<file path="src/rtl/fifo_sync_param_pkg.sv">
// Shared defaults and the pointer-width helper for the synchronous FIFO family.
package fifo_pkg;

  localparam int DEFAULT_WIDTH = 8;
  localparam int DEFAULT_DEPTH = 16;

  function automatic int ptr_width(input int depth);
    return (depth > 1) ? $clog2(depth) : 1;
  endfunction

endpackage

</file>
<file path="src/rtl/fifo_sync_param_if.sv">
// Producer/consumer-facing signal bundle of fifo_sync_param; clk and reset stay outside.
interface fifo_sync_param_if
  import fifo_pkg::*;
#(
  parameter int WIDTH = DEFAULT_WIDTH,
  parameter int DEPTH = DEFAULT_DEPTH
);

  localparam int AW = ptr_width(DEPTH);

  logic             push;
  logic             pop;
  logic             clear;
  logic [WIDTH-1:0] data_in;
  logic [WIDTH-1:0] data_out;
  logic             data_valid;
  logic             fifo_full;
  logic             fifo_empty;
  logic             almost_full;
  logic             almost_empty;
  logic [AW:0]      count;
  logic             overflow;
  logic             underflow;

  modport master (
    output push, pop, clear, data_in,
    input  data_out, data_valid, fifo_full, fifo_empty, almost_full,
           almost_empty, count, overflow, underflow
  );

  modport slave (
    input  push, pop, clear, data_in,
    output data_out, data_valid, fifo_full, fifo_empty, almost_full,
           almost_empty, count, overflow, underflow
  );

endinterface

</file>
<file path="src/rtl/fifo_sync_param_ram.sv">
// DEPTH x WIDTH storage: one write port and a registered read port whose output is the FIFO's data_out.
module fifo_ram
  import fifo_pkg::*;
#(
  parameter int WIDTH = DEFAULT_WIDTH,
  parameter int DEPTH = DEFAULT_DEPTH,
  localparam int AW   = ptr_width(DEPTH)
) (
  input  logic             clk,
  input  logic             reset,
  input  logic             we,
  input  logic [AW-1:0]    waddr,
  input  logic [WIDTH-1:0] wdata,
  input  logic             re,
  input  logic [AW-1:0]    raddr,
  output logic [WIDTH-1:0] rdata
);

  logic [WIDTH-1:0] mem [DEPTH];

  // Contents are deliberately left unreset; the pointers guarantee no read before write.
  always_ff @(posedge clk) begin
    if (we) mem[waddr] <= wdata;
  end

  // Same-address read and write on one edge returns the old word, which the full push+pop case relies on.
  always_ff @(posedge clk or posedge reset) begin
    if (reset)   rdata <= '0;
    else if (re) rdata <= mem[raddr];
  end

endmodule

</file>
<file path="src/rtl/fifo_sync_param.sv">
// Parametrised single-clock FIFO: pointers, occupancy count, threshold flags and sticky error flags around fifo_ram.
module fifo_sync_param
  import fifo_pkg::*;
#(
  parameter int WIDTH    = DEFAULT_WIDTH,
  parameter int DEPTH    = DEFAULT_DEPTH,
  parameter int AF_LEVEL = DEPTH - 2,
  parameter int AE_LEVEL = 2,
  localparam int AW      = ptr_width(DEPTH)
) (
  input logic             clk,
  input logic             reset,
  fifo_sync_param_if.slave bus
);

  localparam logic [AW:0]   FULL_LEVEL = (AW+1)'(DEPTH);
  localparam logic [AW:0]   AF_THRESH  = (AW+1)'(AF_LEVEL);
  localparam logic [AW:0]   AE_THRESH  = (AW+1)'(AE_LEVEL);
  localparam logic [AW:0]   COUNT_ONE  = (AW+1)'(1);
  localparam logic [AW-1:0] PTR_ONE    = AW'(1);

  logic [AW-1:0] wr_ptr;
  logic [AW-1:0] rd_ptr;
  logic [AW:0]   count;
  logic          overflow;
  logic          underflow;
  logic          data_valid;
  logic          full;
  logic          empty;
  logic          pop_ok;
  logic          push_ok;

  assign full    = (count == FULL_LEVEL);
  assign empty   = (count == '0);
  assign pop_ok  = bus.pop && !empty;
  assign push_ok = bus.push && (!full || pop_ok);

  // clear wins over push/pop: nothing is accepted and no error flag is raised that cycle.
  always_ff @(posedge clk or posedge reset) begin
    if (reset) begin
      wr_ptr     <= '0;
      rd_ptr     <= '0;
      count      <= '0;
      overflow   <= 1'b0;
      underflow  <= 1'b0;
      data_valid <= 1'b0;
    end else if (bus.clear) begin
      wr_ptr     <= '0;
      rd_ptr     <= '0;
      count      <= '0;
      overflow   <= 1'b0;
      underflow  <= 1'b0;
      data_valid <= 1'b0;
    end else begin
      data_valid <= pop_ok;
      if (push_ok) wr_ptr <= wr_ptr + PTR_ONE;
      if (pop_ok)  rd_ptr <= rd_ptr + PTR_ONE;
      if (bus.push && !push_ok) overflow <= 1'b1;
      if (bus.pop && !pop_ok)   underflow <= 1'b1;
      case ({push_ok, pop_ok})
        2'b10:   count <= count + COUNT_ONE;
        2'b01:   count <= count - COUNT_ONE;
        default: count <= count;
      endcase
    end
  end

  fifo_ram #(
    .WIDTH (WIDTH),
    .DEPTH (DEPTH)
  ) u_ram (
    .clk   (clk),
    .reset (reset),
    .we    (push_ok && !bus.clear),
    .waddr (wr_ptr),
    .wdata (bus.data_in),
    .re    (pop_ok && !bus.clear),
    .raddr (rd_ptr),
    .rdata (bus.data_out)
  );

  assign bus.data_valid   = data_valid;
  assign bus.count        = count;
  assign bus.fifo_full    = full;
  assign bus.fifo_empty   = empty;
  assign bus.almost_full  = (count >= AF_THRESH);
  assign bus.almost_empty = (count <= AE_THRESH);
  assign bus.overflow     = overflow;
  assign bus.underflow    = underflow;

endmodule
</file>
<file path="src/flat_wrapper.sv">
// flat-port wrapper written by rule: the top's interface ports become plain ports
module fifo_sync_param_flat import fifo_pkg::*;
#(
  parameter int WIDTH    = DEFAULT_WIDTH,
  parameter int DEPTH    = DEFAULT_DEPTH,
  parameter int AF_LEVEL = DEPTH - 2,
  parameter int AE_LEVEL = 2,
  localparam int AW      = ptr_width(DEPTH)
)
  (clk, reset, bus_push, bus_pop, bus_clear, bus_data_in, bus_data_out, bus_data_valid, bus_fifo_full, bus_fifo_empty, bus_almost_full, bus_almost_empty, bus_count, bus_overflow, bus_underflow);
  fifo_sync_param_if #(.WIDTH(WIDTH), .DEPTH(DEPTH)) bus_i ();
  input logic clk;
  input logic reset;
  input wire logic [$bits(bus_i.push)-1:0] bus_push;
  input wire logic [$bits(bus_i.pop)-1:0] bus_pop;
  input wire logic [$bits(bus_i.clear)-1:0] bus_clear;
  input wire logic [$bits(bus_i.data_in)-1:0] bus_data_in;
  output wire logic [$bits(bus_i.data_out)-1:0] bus_data_out;
  output wire logic [$bits(bus_i.data_valid)-1:0] bus_data_valid;
  output wire logic [$bits(bus_i.fifo_full)-1:0] bus_fifo_full;
  output wire logic [$bits(bus_i.fifo_empty)-1:0] bus_fifo_empty;
  output wire logic [$bits(bus_i.almost_full)-1:0] bus_almost_full;
  output wire logic [$bits(bus_i.almost_empty)-1:0] bus_almost_empty;
  output wire logic [$bits(bus_i.count)-1:0] bus_count;
  output wire logic [$bits(bus_i.overflow)-1:0] bus_overflow;
  output wire logic [$bits(bus_i.underflow)-1:0] bus_underflow;
  assign bus_i.push = bus_push;
  assign bus_i.pop = bus_pop;
  assign bus_i.clear = bus_clear;
  assign bus_i.data_in = bus_data_in;
  assign bus_data_out = bus_i.data_out;
  assign bus_data_valid = bus_i.data_valid;
  assign bus_fifo_full = bus_i.fifo_full;
  assign bus_fifo_empty = bus_i.fifo_empty;
  assign bus_almost_full = bus_i.almost_full;
  assign bus_almost_empty = bus_i.almost_empty;
  assign bus_count = bus_i.count;
  assign bus_overflow = bus_i.overflow;
  assign bus_underflow = bus_i.underflow;
  fifo_sync_param #(.WIDTH(WIDTH), .DEPTH(DEPTH), .AF_LEVEL(AF_LEVEL), .AE_LEVEL(AE_LEVEL)) u_core (.clk(clk), .reset(reset), .bus(bus_i));
endmodule
</file>
<file path="config.mk">
export PLATFORM = sky130hd
export DESIGN_NAME = fifo_sync_param_flat
export DESIGN_NICKNAME = d
export VERILOG_FILES = /design/src/rtl/fifo_sync_param_pkg.sv /design/src/rtl/fifo_sync_param_if.sv /design/src/rtl/fifo_sync_param_ram.sv /design/src/rtl/fifo_sync_param.sv /design/src/flat_wrapper.sv
export SDC_FILE = /design/constraint.sdc
export NUM_CORES = 1
export LEC_CHECK = 0
export ABC_CLOCK_PERIOD_IN_PS = 2700
export CAP_MARGIN = 20
export CORE_MARGIN = 2
export CORE_UTILIZATION = 56
export CTS_BUF_LIST = sky130_fd_sc_hd__clkbuf_8
export DETAILED_ROUTE_END_ITERATION = 16
export PLACE_DENSITY_LB_ADDON = 0.15
export SLEW_MARGIN = 10
export SYNTH_ARGS = -nofsm -noshare
export SYNTH_HDL_FRONTEND = slang
export SYNTH_SLANG_ARGS = --single-unit
</file>
<file path="constraint.sdc">
create_clock -name clk -period 2.7 [get_ports clk]
set_input_delay 0.405 -clock clk [delete_from_list [all_inputs] [get_ports clk]]
set_output_delay 0.405 -clock clk [all_outputs]
set_load 0.05 [all_outputs]
</file>
[Word-level counts from Yosys, hierarchy flattened]
Memory sizes are Yosys's and may differ from the RTL's. A register that Yosys moved wholly into a read port is not among the register bits.
Cells that the tools add are included.
Storage, ports and cells
  logic and storage cells: 47
  memory bits (writable): 128
  memories kept: 1
  register bits: 16
  input port bits: 13
  output and inout port bits: 20
Cells by class
  order comparisons: 2
  reductions and logical operators: 18
  muxes and demuxes: 13
  add/sub/neg operators: 4
  eq/ne operators: 3
Memories
  u_core.u_ram.mem: depth 16, bits a word 8, read ports 1, clocked after Yosys merged registers in 1, write ports 1, line fifo_sync_param_ram.sv:19  | logic [WIDTH-1:0] mem [DEPTH];
Operators by type and width (number)
  $mux W4: 4
  $pmux W5 S2: 1
  $add A4 B1 Y4 const B: 2
  $reduce_bool A2 Y1: 4
  $mux W1: 7
  $logic_and A1 B1 Y1: 6
  $add A5 B1 Y5 const B: 1
  $eq A5 B5 Y1 const B: 1
  $ge A5 B4 Y1 const B: 1
  $le A5 B2 Y1 const B: 1
  $logic_not A1 Y1: 5
  $logic_not A5 Y1: 1
  $mux W5: 1
  $sub A5 B1 Y5 const B: 1
  $reduce_bool A3 Y1: 1
  $eq A2 B1 Y1 const B: 1
  $eq A2 B2 Y1 const B: 1
  $logic_or A1 B1 Y1: 1

[Logic depth before layout (Yosys ltp)]
Gate-level depths: netlist of run 1.
  depth in word-level cells: 9
  mapped depth: 10
  depth with buffers taken out: 9

[By module]
Synthesis of run 1 repeated with hierarchy kept, for this count alone.
Unflattened totals
  cells, all modules: 350
  area, all modules: 6386.1 um^2
By module, submodules not included
  fifo_ram: cells each 241, area an instance 5335.1 um^2, times used 1, sequential area each 4043.9 um^2
  fifo_sync_param: cells each 109, area an instance 1051.0 um^2, times used 1, sequential area each 400.4 um^2

[Worst setup path after synthesis of run 1]
No wires, ideal clock.
  path kind: register -> output
  start: reg u_core.count[4] (netlist: u_core.bus.count[4])
  end: out bus_almost_empty
  data required time: 2.295 ns
  cell stages (with the launch flop): 3
  buffers on the path: 1
  path slack: -1.028 ns
  arrival time: 3.323 ns
  cells stage by stage: dfrtp_1 > clkbuf_1 > a2111oi_0
On the way
  word-level cells in the longest chain between the ends: 1
Ends and longest elaborated chain
  start: declaration: line fifo_sync_param.sv:24  | logic [AW:0] count;
  start signal: assignment: line fifo_sync_param.sv:61  | 2'b10: count <= count + COUNT_ONE;
  start signal: assignment: line fifo_sync_param.sv:62  | 2'b01: count <= count - COUNT_ONE;
  start signal: assignment: line fifo_sync_param.sv:63  | default: count <= count;
  $le A5 B2 Y1: line fifo_sync_param.sv:87  | assign bus.almost_empty = (count <= AE_THRESH);
  end: declaration: line flat_wrapper.sv:23  | output wire logic [$bits(bus_i.almost_empty)-1:0] bus_almost_empty;
Every way passes these cells.

[Final worst setup path of run 1]
  start: reg u_core.count[1] (netlist: u_core.bus.count[1])
  end: out bus_almost_empty
The elaborated chain is that of the path after synthesis.

==> results_dict.tcl, run 1 <==
set metrics [dict create \
    status "complete, no violations" \
    root_buffer "clkbuf_8" \
    gp_congestion 0.772 \
    cp-start-kind "flip-flop" \
    maxSlewHeadroom_pct 43.9 \
    synthMostInstantiatedCell "edfxtp_1" \
    clock_tree.buffer_depth 2 \
    combPwrFrac_pct 24.5 \
    yosys_warnings 0 \
    ys_seq_elements 152 \
    cp_cell_sequence "a2111oi_2, clkdlybuf4s50_1" \
    pre_cts_slack_ns 0.107 \
    die-area_sq_um 12100 \
    first_iter_violations 347 \
    synthXorXnorAreaFrac_pct 0.971 \
    dieHeight_um 110 \
    fillers 754 \
    netSwitchingFraction_pct 31.9 \
    drt-pass1-iter-count 4 \
    p_leak_nw 2.47 \
    setup_slack_ns 0.202 \
    num_vias 3303 \
    htreeDepth 4 \
    antenna_cells 0 \
    setup_viol 0 \
    clock_latency_ns 0.43 \
    peakVddDrop_mv 0.787 \
    synthTopCellsByCount "128 x edfxtp_1, 32 x mux4_2, 30 x nor2_1" \
    dp_cells 533 \
    cp_data_arrival_time_ns 2.09 \
    hold_slack_ns 0.348 \
    rsz0062_at_grt "no" \
    cp_slowest_cell "clkdlybuf4s50_1" \
    cts.sinks 152 \
    synth_edf_count 128 \
    seq_area_frac_synth_pct 70.4 \
    viasPerCell 5.85 \
    postSynthCellCount 352 \
    synth_area_leaders "edfxtp_1 61%, mux4_2 11%, dfrtp_1 9.5%" \
    drc 0 \
    synth_simple_gate_area_share_pct 5.21 \
    synth_ff_type "edfxtp_1" \
    critPathMaxFanout 8 \
    start_util_pct 57.7 \
    post-synth-top-area-cell "edfxtp_1" \
    crit_family "buffers and inverters" \
    worst-r2r-cell-count 9 \
    clkTransAtPathRegs_ns 0.09 \
    p_int_w 0.00394 \
    synthAdderAreaFrac_pct 1.90 \
    p_total_w 0.00579 \
    grt_pass1_wl_um 18300 \
    nets 434 \
    cts_hold_buf 0 \
    timing.final.crit_share_pct 92.5 \
    post_cts_buffers 0 \
    pwr-share-clk_pct 27.0 \
    hold_class "in -> async" \
    max_freq_ghz 0.400 \
    min_period_ns 2.50 \
    core_area_sq_um 10900 \
    portBuffers 32 \
    power.density_nw_per_um2 793 \
    async_reset_ff_share_pct 15.8 \
    worstMarginPinSlew_ns 0.841 \
    cp.depth 2 \
    routed_wl_um 11800 \
    area_growth_pct 15.7 \
    syn-cell-area_sq_um 6310 \
    dp_hpwl_um 7610 \
    synth_top_family_by_area "multiplexers" \
    cap_violations 0 \
    switchingPower_w 0.00185 \
    grt_pass1_vias 3271 \
    cts_tree "built" \
    die_w_um 110 \
    antenna_found_initial 0 \
    synth_compound_area_share_pct 3.71 \
    cts_resized 0 \
    required_ns 2.30 \
    p_seq_share_pct 48.5 \
    layout-drive-gt1-share_pct 26.4 \
    finalHoldViolCount 0 \
    ios 33 \
    drv_slew 0 \
    antenna_left 0 \
    synth_top_area_share_pct 60.9 \
    critPathBufInv 1 \
    finClkSkew_ns 0.0127 \
    muxShareOfSynthArea_pct 15.6 \
    cts_inserted_buffers 17 \
    ys_types 41 \
    critPathKind "reg -> out" \
    slowest_delay_ns 0.85 \
    grt_start_max_net_pins 35 \
    avgRoutedWirePerCell_um 20.9 \
    fin_cells 565 \
    grt_overflow 0 \
    end_kind "output pin" \
    grt_use_total_pct 21.7 \
    synthesis.nets 374 \
    avgSynthCellArea_sq_um 17.9 \
    rows 38 \
]
-- worst register-to-register path: stages (launching register included) --
cell      delay, ns
dfrtp_2        0.46
or4_4          0.57
o21ai_4        0.14
or2_2          0.14
inv_1          0.07
ha_1           0.33
nand2b_1       0.08
a21oi_2        0.15
mux2_2         0.34
a31oi_1        0.13
-- state kept, by name, summed over array words and instances (netlist names) --
name                   cells
u_core.u_ram.mem         128
u_core.u_ram.rdata         8
u_core.bus.count           5
u_core.rd_ptr              4
u_core.wr_ptr              4
u_core.bus.data_valid      1
u_core.bus.overflow        1
u_core.bus.underflow       1
-- cells in the final DEF (no fill, tap or decap), types with 4 or more instances in the layout --
cell and count:
clkbuf_8 17, mux4_2 32, clkdlybuf4s50_1 30, nor2_1 30
inv_1 11, nand2b_1 5, dfrtp_2 6, nor3_1 4
clkinvlp_4 5, nand2_1 16, edfxtp_1 128, dfrtp_1 18
xor2_1 5, mux2i_1 21, ha_1 8, o221ai_1 8
inv_6 4, buf_4 29
-- power groups by stage --
stage	clock [W]	sequential [W]	combinational, W
floorplan	0	0.00314	0.000700
finish	0.00157	0.00281	0.00142
detailed placement	0	0.00286	0.00143
global route	0.00170	0.00283	0.00152
CTS	0.00160	0.00281	0.00143
global placement	0	0.00286	0.00141
-- final cells by class --
class	instances	area, sq um	share of cell area, %
clock buffer	17	234	3.20
multi-input combinational	171	1740	23.8
timing repair buffer	60	538	7.37
clock inverter	15	126	1.73
inverter	10	37.5	0.514
sequential	152	4450	60.9
tap	140	175	2.40
-- kinds of logic after synthesis --
family | Yosys count
compound gates | 28
buf+inv | 29
fa+ha+maj | 9
mux | 57
simple gates | 70
xor+xnor | 7
flops | 152
-- layer usage --
metal | part of all wire (%) | vias up | global-route usage [%]
li1 | - | 1496 | -
met1 | 43 | 1716 | 28.6
met2 | 52 | 89 | 36.6
met3 | 5.3 | 2 | 5.23
met4 | 0.37 | 0 | 6.16
met5 | 0 | - | 0
-- stage by stage --
| stage | area, sq um | TNS (ns) | utilization (%) |
|---|---|---|---|
| final | 7300 | 0 | 66.8 |
| after CTS | 7300 | 0 | 66.8 |
| after global routing | 7300 | 0 | 66.8 |
| after detailed placement | 6940 | 0 | 63.5 |
| after floorplan | 6330 | -0.0431 | - |
| after global placement | 6940 | 0 | 63.5 |
-- worst paths after layout --
path | startpoint | end | slack (ns)
min reg2reg | u_core.u_ram.rdata[5]$_DFFE_PP0P_ | u_core.u_ram.rdata[5]$_DFFE_PP0P_ | 0.50
max in group asynchronous | reset | u_core.bus.count[3]$_DFFE_PP0P_ | 2.06
max reg2reg | u_core.bus.count[2]$_DFFE_PP0P_ | u_core.bus.count[4]$_DFFE_PP0P_ | 0.22
min in group clk | u_core.u_ram.rdata[5]$_DFFE_PP0P_ | u_core.u_ram.rdata[5]$_DFFE_PP0P_ | 0.50
min | reset | u_core.rd_ptr[0]$_DFFE_PP0P_ | 0.35
max | u_core.bus.count[1]$_DFFE_PP0P_ | bus_almost_empty | 0.20
No activity file was read; power rests on OpenSTA's default activity.
==> run 2: changes to the inputs <==
SLEW_MARGIN = 20   (was 10)
==> results of run 2 <==
No change in the layout: final DEF, timing and power equal those of run 1.
==> run 3: changes to the inputs <==
CORE_UTILIZATION = 50   (was 56)
MAX_ROUTING_LAYER = met4   (was not set)
==> results_dict.tcl, run 3 (synthesis results as in run 1) <==
set metrics [dict create \
    critPathMaxFanout 7 \
    viasPerCell 5.45 \
    p_leak_nw 2.51 \
    die-area_sq_um 13500 \
    die_w_um 116 \
    maxSlewHeadroom_pct 48.2 \
    largest_reg_flops 128 \
    routed_wl_um 12200 \
    cts_hold_buf 0 \
    clkTransAtPathRegs_ns 0.07 \
    setup_viol 0 \
    p_total_w 0.00572 \
    post_cts_buffers 0 \
    finalHoldViolCount 0 \
    regMostFlops "u_core.u_ram.mem" \
    drc 0 \
    worstMarginPinSlew_ns 0.777 \
    postPlaceCellArea_sq_um 7010 \
    dp_hpwl_um 7910 \
    finClkSkew_ns 0.0102 \
    timing.final.crit_share_pct 96.7 \
    rsz0062_at_grt "no" \
    reg_top3 "u_core.u_ram.mem: 128 flops, u_core.u_ram.rdata: 8 flops, u_core.bus.count: 5 flops" \
    antenna_found_initial 0 \
    cts_tree "built" \
    cp-start-kind "flip-flop" \
    hold_class "in -> async" \
    final_core_util_pct 58.9 \
    gp_congestion 0.767 \
    cts.sinks 152 \
    layout-drive-gt1-share_pct 26.2 \
    ios 33 \
    cap_violations 0 \
    clock_tree.buffer_depth 2 \
    start_util_pct 50.6 \
    min_period_ns 2.61 \
    cts_inserted_buffers 17 \
    hold_slack_ns 0.325 \
    final_area_sq_um 7340 \
    status "complete, no violations" \
    power.density_nw_per_um2 779 \
    rows 41 \
    portBuffers 32 \
    cts_resized 0 \
    antenna_left 0 \
    grt_pass1_vias 3379 \
    grt_overflow 0 \
    grt_start_max_net_pins 25 \
    root_buffer "clkbuf_8" \
    core_area_sq_um 12500 \
    max_freq_ghz 0.383 \
    avgRoutedWirePerCell_um 20.4 \
    cp_data_arrival_time_ns 2.21 \
    area_growth_pct 16.3 \
    num_vias 3267 \
    drv_slew 0 \
    critPathKind "reg -> out" \
    drt-pass1-iter-count 4 \
    grt_pass1_wl_um 18700 \
    layout_common_cells "128 x edfxtp_1, 32 x mux4_2, 32 x buf_4, 30 x nor2_1, 30 x clkdlybuf4s50_1" \
    nets 437 \
    end_kind "output pin" \
    grt_use_total_pct 20.2 \
    dieHeight_um 116 \
    required_ns 2.30 \
    htreeDepth 4 \
    peakVddDrop_mv 0.377 \
    antenna_cells 0 \
    final_common_cell "edfxtp_1" \
    clock_latency_ns 0.45 \
    first_iter_violations 286 \
]
==> run 3: cell type report <==
class	instances	area, sq um
fill	984	5120
sequential	152	4450
multi-input combinational	171	1740
timing repair buffer	63	561
clock buffer	19	262
tap	172	215
clock inverter	13	73.8
inverter	10	37.5
==> run 3: path summary, 6_finish.rpt <==
| check | to | cells after the start | start | slack, ns |
|---|---|---|---|---|
| setup / recovery | bus_almost_empty | 3 | u_core.bus.count[1]$_DFFE_PP0P_ | 0.09 |
| hold / removal | u_core.bus.data_valid$_DFF_PP0_ | 3 | reset | 0.33 |
| setup reg to reg | u_core.bus.count[4]$_DFFE_PP0P_ | 9 | u_core.bus.count[2]$_DFFE_PP0P_ | 0.21 |
| hold reg to reg | u_core.u_ram.rdata[1]$_DFFE_PP0P_ | 2 | u_core.u_ram.rdata[1]$_DFFE_PP0P_ | 0.50 |
| max in group asynchronous | u_core.bus.count[3]$_DFFE_PP0P_ | 3 | reset | 2.10 |
| min in group clk | u_core.u_ram.rdata[1]$_DFFE_PP0P_ | 2 | u_core.u_ram.rdata[1]$_DFFE_PP0P_ | 0.50 |
==> run 3: metrics by stage <==
stage          cells  setup TNS, ns  setup slack, ns
2_1_floorplan    352        -0.0431          -0.0431
3_3_place_gp     568              0            0.104
3_5_place_dp     568              0           0.0442
4_1_cts          600              0           0.0652
5_1_grt          600              0         0.000395
6_report         600              0           0.0887
==> run 3: power breakdown <==
part	internal (W)	leakage (nW)	switching [W]
sequential	0.00267	1.46	0.000111
clock	0.000665	0.189	0.000797
combinational	0.000562	0.857	0.000915
total	0.00390	2.51	0.00182
==> run 3: critical path: stages (launching register included) <==
cell	delay [ns]
dfrtp_2	0.40
buf_4	0.16
a2111oi_2	0.34
clkdlybuf4s50_1	0.86
==> run 3: routing by layer <==
metal	vias to the layer above	global-route usage [%]	share of wire, %
li1	1499	-	-
met1	1671	26.2	45
met2	74	29.7	47
met3	23	6.07	5.0
met4	0	9.13	2.6
met5	-	-	0
==> RTL change, RTL diff (flow settings as in run 2) <==
Set the package constant `DEFAULT_WIDTH` to 6 (it was 8).
--- a/src/rtl/fifo_sync_param_pkg.sv
+++ b/src/rtl/fifo_sync_param_pkg.sv
@@ -1,7 +1,7 @@
 // Shared defaults and the pointer-width helper for the synchronous FIFO family.
 package fifo_pkg;
 
-  localparam int DEFAULT_WIDTH = 8;
+  localparam int DEFAULT_WIDTH = 6;
   localparam int DEFAULT_DEPTH = 16;
 
   function automatic int ptr_width(input int depth);
Ports: changed (resized bus_data_in and bus_data_out); port bits go from 33 to 29. No check against the original RTL was run, so the function may have changed too.
==> RTL change against run 2 <==
- wire length decreased by 20%
- cell area decreased by 19%
- power decreased by 9.9%
- register-to-register slack got worse by 0.02 ns
- die area decreased by 20%
- sequential cell count decreased by 34
- cell count decreased by 17%
- worst setup slack got worse by 0.0067 ns
- worst hold slack improved by 0.13 ns
- synthesized area decreased by 21%
- largest cell class unchanged
==> RTL change: results <==
[setup_path]
critPathArrivalTime_ns = 2.84
regToRegSetupSlack_ns = 0.20
path_max_fanout = 6

[global_routing]
grt_max_degree = 28
grt_pass1_wl_um = 15200
grt_usage_pct = 21.6

[synth]
yosys-mux-area-fraction_pct = 15.1
synth.distinct_cells = 37
synthArstFlopShare_pct = 18.6
synth.top_cells.by_count = 96 x edfxtp_1, 24 x mux4_2, 22 x dfrtp_1, 20 x nor2_1, 17 x mux2i_1
synth_nets = 316
synthTopCellsByArea = edfxtp_1 58%, dfrtp_1 11%, mux4_2 11%
synth_xor_area_share_pct = 0.877
synth_compound_area_share_pct = 4.13
synth-edff-count = 96
ys_seq_area_share_pct = 68.8
synthAdderAreaFrac_pct = 2.41

[cells_and_area]
fillers = 596
fin_area_um2 = 5920
drive_gt1_share_pct = 25.3
nets = 367
top_regs = u_core.u_ram.mem: 96 flops, u_core.u_ram.rdata: 6 flops, u_core.bus.count: 5 flops

[outcome]
status = completed

[power]
leakage_uw = 0.00207
ir_drop_uv = 440

[placement]
placed_cell_area_um2 = 5500
dpl.hpwl_um = 6200
port-buffer-count = 28
place_congestion = 0.823

[clocking]
cts_htree_levels = 4
path_clk_slew_ns = 0.07

[timing]
holdWs_ns = 0.478

[drt]
routed_wl_um = 9490
drt_iter0_markers = 153
vias = 2739
## RTL change: final cells by class
type / count / area share [%]
Timing Repair Buffer: 47 / 7.11
Tap cell: 108 / 2.28
Clock inverter: 15 / 2.98
Clock buffer: 17 / 3.96
Inverter: 15 / 0.952
Sequential cell: 118 / 58.1
Multi-Input combinational cell: 148 / 24.6
## RTL change: per-layer routing
layer	track usage, %	vias up	share of wire, %
met4	6.01	0	0.94
met3	5.18	11	5.3
li1	-	1244	-
met1	31.4	1407	44
met5	0	-	0
met2	33.5	77	50
## RTL change: worst paths after layout
path                                                    from                                 to  cells past startpoint
hold reg to reg            u_core.u_ram.rdata[5]$_DFFE_PP0P_  u_core.u_ram.rdata[5]$_DFFE_PP0P_                      2
hold / removal                                         reset       u_core.rd_ptr[3]$_DFFE_PP0P_                      2
max in group asynchronous                              reset    u_core.bus.count[4]$_DFFE_PP0P_                      2
setup / recovery             u_core.bus.count[2]$_DFFE_PP0P_    u_core.bus.count[4]$_DFFE_PP0P_                      9
min in group clk           u_core.u_ram.rdata[5]$_DFFE_PP0P_  u_core.u_ram.rdata[5]$_DFFE_PP0P_                      2
setup reg to reg             u_core.bus.count[2]$_DFFE_PP0P_    u_core.bus.count[4]$_DFFE_PP0P_                      9
## RTL change: per-stage QoR
step                std cells  worst slack [ns]
global route              468            0.0533
global placement          436             0.151
finish                    468             0.195
CTS                       468            0.0940
floorplan                 296            0.0200
detailed placement        436             0.111
## RTL change: power breakdown
group | internal (µW) | switching [µW] | total (µW)
clock network | 918 | 709 | 1630
registers | 2080 | 105 | 2190
logic | 563 | 843 | 1410
## RTL change: kinds of logic (layout without fill, tap and decap cells)
kind of cell | after synthesis | after routing
xor gates and xnor gates | 5 | 5
adders and majority gates | 9 | 9
buffers and inverters | 30 | 94
and+or+nand+nor | 61 | 61
DFF | 118 | 118
muxes | 44 | 44
AOI/OAI and AO/OA | 29 | 29
## RTL change: worst max-delay path: stages, from the launching register on
cell,delay (ns)
dfrtp_2,0.45
or4_4,0.56
o21ai_2,0.15
or2_2,0.14
inv_1,0.07
ha_1,0.35
nand2b_1,0.09
a21oi_2,0.15
mux2_2,0.34
a31oi_1,0.12
